File: src/rtl/grf_writeback_arbiter.sv
// Owns the GRF write port: merges the in-order write-back with a small FIFO of
// long-latency results, and tracks registers whose long-latency result is still pending.
module grf_writeback_arbiter #(
  parameter int LQ_DEPTH = 2,
  parameter int DATA_W   = 32
) (
  input  logic              clk,
  input  logic              reset,
  input  logic              wb_en,
  input  logic [4:0]        wb_addr,
  input  logic [DATA_W-1:0] wb_data,
  input  logic              lr_valid,
  output logic              lr_ready,
  input  logic [4:0]        lr_addr,
  input  logic [DATA_W-1:0] lr_data,
  input  logic              iss_en,
  input  logic [4:0]        iss_addr,
  input  logic [4:0]        query_addr_1,
  input  logic [4:0]        query_addr_2,
  output logic              pending_1,
  output logic              pending_2,
  output logic              grf_write_enable,
  output logic [4:0]        grf_write_addr,
  output logic [DATA_W-1:0] grf_write_value
);

  localparam int PTR_W = (LQ_DEPTH > 1) ? $clog2(LQ_DEPTH) : 1;
  localparam int CNT_W = $clog2(LQ_DEPTH + 1);

  logic [4:0]        q_addr [LQ_DEPTH];
  logic [DATA_W-1:0] q_data [LQ_DEPTH];
  logic [PTR_W-1:0]  head_ptr, tail_ptr;
  logic [CNT_W-1:0]  count;
  logic [31:0]       pend, pend_next;

  logic pipe_req, empty, full, push, pop;
  logic [4:0] head_addr;

  assign pipe_req  = wb_en && (wb_addr != 5'd0);
  assign empty     = (count == '0);
  assign full      = (count == CNT_W'(LQ_DEPTH));
  assign head_addr = q_addr[head_ptr];

  assign lr_ready = !full && !reset;
  // $0 results complete the handshake but never occupy a slot.
  assign push     = lr_valid && lr_ready && (lr_addr != 5'd0);
  assign pop      = !reset && !pipe_req && !empty;

  always_comb begin
    grf_write_enable = 1'b0;
    grf_write_addr   = 5'd0;
    grf_write_value  = '0;
    if (!reset && pipe_req) begin
      grf_write_enable = 1'b1;
      grf_write_addr   = wb_addr;
      grf_write_value  = wb_data;
    end else if (pop) begin
      grf_write_enable = 1'b1;
      grf_write_addr   = head_addr;
      grf_write_value  = q_data[head_ptr];
    end
  end

  // Set after clear so a same-cycle reissue of the draining register keeps its bit.
  always_comb begin
    pend_next = pend;
    if (pop)
      pend_next[head_addr] = 1'b0;
    if (iss_en && (iss_addr != 5'd0))
      pend_next[iss_addr] = 1'b1;
  end

  // The GRF forwards its own write port, so a register draining this cycle reads as ready.
  assign pending_1 = pend[query_addr_1] && (query_addr_1 != 5'd0) &&
                     !(pop && (head_addr == query_addr_1));
  assign pending_2 = pend[query_addr_2] && (query_addr_2 != 5'd0) &&
                     !(pop && (head_addr == query_addr_2));

  always_ff @(posedge clk) begin
    if (reset) begin
      head_ptr <= '0;
      tail_ptr <= '0;
      count    <= '0;
      pend     <= '0;
    end else begin
      pend <= pend_next;
      if (push)
        tail_ptr <= tail_ptr + 1'b1;
      if (pop)
        head_ptr <= head_ptr + 1'b1;
      if (push && !pop)
        count <= count + 1'b1;
      else if (pop && !push)
        count <= count - 1'b1;
    end
  end

  always_ff @(posedge clk) begin
    if (push) begin
      q_addr[tail_ptr] <= lr_addr;
      q_data[tail_ptr] <= lr_data;
    end
  end

endmodule
File: config.mk
export PLATFORM = sky130hd
export DESIGN_NAME = grf_writeback_arbiter
export DESIGN_NICKNAME = d
export VERILOG_FILES = /design/src/rtl/grf_writeback_arbiter.sv
export SDC_FILE = /design/constraint.sdc
export NUM_CORES = 1
export LEC_CHECK = 0
export CORE_UTILIZATION = 53
export DETAILED_ROUTE_END_ITERATION = 10
export GPL_ROUTABILITY_DRIVEN = 0
export PLACE_DENSITY_LB_ADDON = 0.25
export REMOVE_ABC_BUFFERS = 1
export SKIP_LAST_GASP = 1
export SLEW_MARGIN = 20
export SYNTH_ARGS = -nofsm -noshare
export SYNTH_HDL_FRONTEND = slang
export SYNTH_SLANG_ARGS = --single-unit
File: constraint.sdc
create_clock -name clk -period 4.8 [get_ports clk]
set_input_delay 0.96 -clock clk [delete_from_list [all_inputs] [get_ports clk]]
set_output_delay 0.96 -clock clk [all_outputs]
set_load 0.005 [all_outputs]
==> reports/metrics.yaml <==
run_status: "completed"
detail-route-antenna-nets: 0
synth_area_per_cell_um2: 11.3
final-instance-count-excl-fill: 738
setup_cp_type: "in -> out"
p_per_area_nw_per_um2: 298
clk_pin_slew_worst_paths_ps: 100
rows: 36
routed_wirelength_um: 13500
initial_core_util_pct: 54.7
drv_slew: 0
ys_async_sr_fraction_pct: 0
leakage_nw: 2.24
vias: 4307
grt_pass1_wl_um: 20600
finalSetupViolations: 0
timing.hold.worst.class: "reg -> reg"
grt_setup_unrepaired: "false"
critPathRequiredTime_ps: 3840
post_route_cells_drive_above_1_share_pct: 9.92
cts_resized: 0
finalCritPeriodShare_pct: 91.7
grt_max_degree: 38
post_drt_wl_per_cell_um: 18.2
finalCriticalPeriod_ps: 4400
grtUsageTotal_pct: 26.3
drt_iter0_markers: 257
groute.layer.met1.usage_pct: 33.2
grt-ovfl-total: 0
flow.area_growth_from_synthesis_pct: 29.5
max-clock-path-buffers: 2
synth_seq_cells: 110
synth.top_cells.by_area: "edfxtp_1, dfxtp_1, mux2i_1"
layout.cells.most_common: "clkdlybuf4s50_1"
irDropWorstVdd_uv: 179
achievable-frequency_mhz: 227
grt_use_met3_pct: 6.57
ys_warn_count: 0
cts_buffers: 9
slew_headroom_pct: 36.6
io_pins: 135
antenna_cells: 0
die_y_um: 102
synth_unique_cells: 44
worst_slew_pin_slew_ps: 951
path_max_fanout: 28
synth-main-ff-cell: "edfxtp_1"
dp_hpwl_um: 9700
mappedNetlistArea_um2: 5350
report.final.hold_viol_count: 0
met2_usage_pct: 42.3
drt-pass1-iter-count: 5
synth_edf_count: 74
timing.critical_path.from_type: "input port"
first_global_vias: 4189
layout.cells.most_common_list: "clkdlybuf4s50_1, nand2_1, edfxtp_1"
setup_tns_ps: 0
cts-hold-fix-buffers: 0
register_area_share_after_synthesis_pct: 55.0
cp.arrival_ps: 3440
synth.top_cell.area_share_pct: 41.6
floorplan.die.width_um: 102
netlist.top_cell.by_area: "edfxtp_1"
synthesis.instances: 474
final_nets: 695
fp.coreArea_um2: 9770
port-buffer-count: 134
count_of_placed_standard_cells_including_taps: 722
cts_root_buffer: "clkbuf_8"
worst_skew_pair.late_latency_ps: 370
vias_per_cell: 5.84
global_route.peak_usage_layer: "met2"
postCtsSetupRepairBufs: 0
max_cap_viol_count: 0
fp.dieArea_um2: 10500
clock-skew-final_ps: 13.5
cts.htree.levels: 3
tritoncts_clock_tree: "done"
antenna_found_initial: 0
drt_drc_violations_left: 0
clock_sinks: 110
end_kind: "primary output"
[power breakdown]
group	switching [mW]	internal, mW	leakage (nW)	total (mW)
Clock	0.317	0.193	0.0862	0.510
Combinational	0.227	0.234	1.19	0.460
Sequential	0.0315	1.06	0.969	1.09
Total	0.575	1.49	2.24	2.06
[synth_stat cells, types with 2 or more instances]
| cell type | count |
|---|---|
| xor2_1 | 8 |
| buf_4 | 3 |
| nand2b_1 | 10 |
| nand3b_1 | 3 |
| a2111oi_0 | 2 |
| mux2i_2 | 4 |
| dfxtp_1 | 36 |
| o22ai_1 | 4 |
| edfxtp_1 | 74 |
| a21oi_1 | 35 |
| or4_1 | 3 |
| nor2_1 | 15 |
| a311oi_1 | 2 |
| nand2_1 | 75 |
| o21ai_1 | 70 |
| a211oi_1 | 2 |
| mux2_2 | 8 |
| buf_2 | 5 |
| nor4_2 | 2 |
| o311ai_0 | 2 |
| nor3_1 | 4 |
| o21ai_0 | 2 |
| nand3_1 | 2 |
| nor3b_1 | 2 |
| nor4b_1 | 2 |
| clkbuf_1 | 7 |
| nand3_2 | 8 |
| mux2i_1 | 39 |
| nor2b_1 | 7 |
| buf_1 | 3 |
| xnor2_1 | 5 |
| and2_1 | 3 |
| buf_6 | 9 |
| mux4_2 | 8 |
[cells by family (layout without fill, tap and decap cells)]
kind of cell | Yosys count | count (layout) | synth area share (%)
AO/OA/AOI/OAI | 122 | 122 | 12.2
XOR/XNOR | 13 | 13 | 2.13
adder cells (fa/ha/maj) | 1 | 1 | 0.234
buffers and inverters | 28 | 159 | 3.56
flip-flops | 110 | 110 | 55.0
multiplexers | 59 | 59 | 13.4
AND/OR/NAND/NOR | 141 | 141 | 13.4
[registers in the layout (all words and copies together), names as in the netlist, named ones only]
name / cells
count: 2
head_ptr: 1
pend: 31
q_addr: 10
q_data: 64
tail_ptr: 1
[metrics by stage]
step | util [%] | power [mW] | cell area (um2) | hold slack [ps] | setup slack (ps)
3_3_place_gp | 69.1 | 1.55 | 6750 | 441 | 522
3_5_place_dp | 69.1 | 1.57 | 6750 | 457 | 396
6_report | 70.9 | 2.06 | 6930 | 471 | 401
5_1_grt | 70.9 | 2.14 | 6930 | 519 | 301
4_1_cts | 70.9 | 2.06 | 6930 | 473 | 378
2_1_floorplan | - | 1.33 | 5160 | 439 | 685
[area by class of cell]
| type | count | area [um2] |
|---|---|---|
| Tap cell | 133 | 166 |
| Multi-Input combinational cell | 336 | 2230 |
| Fill cell | 692 | 2850 |
| Timing Repair Buffer | 142 | 1410 |
| Clock inverter | 6 | 45.0 |
| Sequential cell | 110 | 2940 |
| Inverter | 1 | 3.75 |
| Clock buffer | 10 | 128 |
[per-layer routing]
metal	vias to the layer above	share of wire [%]
met1	2078	41
met3	32	8.2
li1	1991	-
met5	-	0
met4	0	2.5
met2	206	48
[path summary, 6_finish.rpt]
path | from | cells past startpoint | endpoint | slack (ps)
min | head_ptr | 1 | flop | 470
max reg2reg | flop | 5 | pend[18] | 2560
min reg2reg | head_ptr | 1 | flop | 470
max | wb_addr[2] | 7 | grf_write_value[3] | 400
[critical path: stages]
cell and delay [ps]:
clkdlybuf4s50_1 430, or4_4 540, o21ai_2 200, nand2b_2 310, buf_12 280, o21ai_1 170
clkdlybuf4s50_1 540
(Power assumes the default switching activity.)
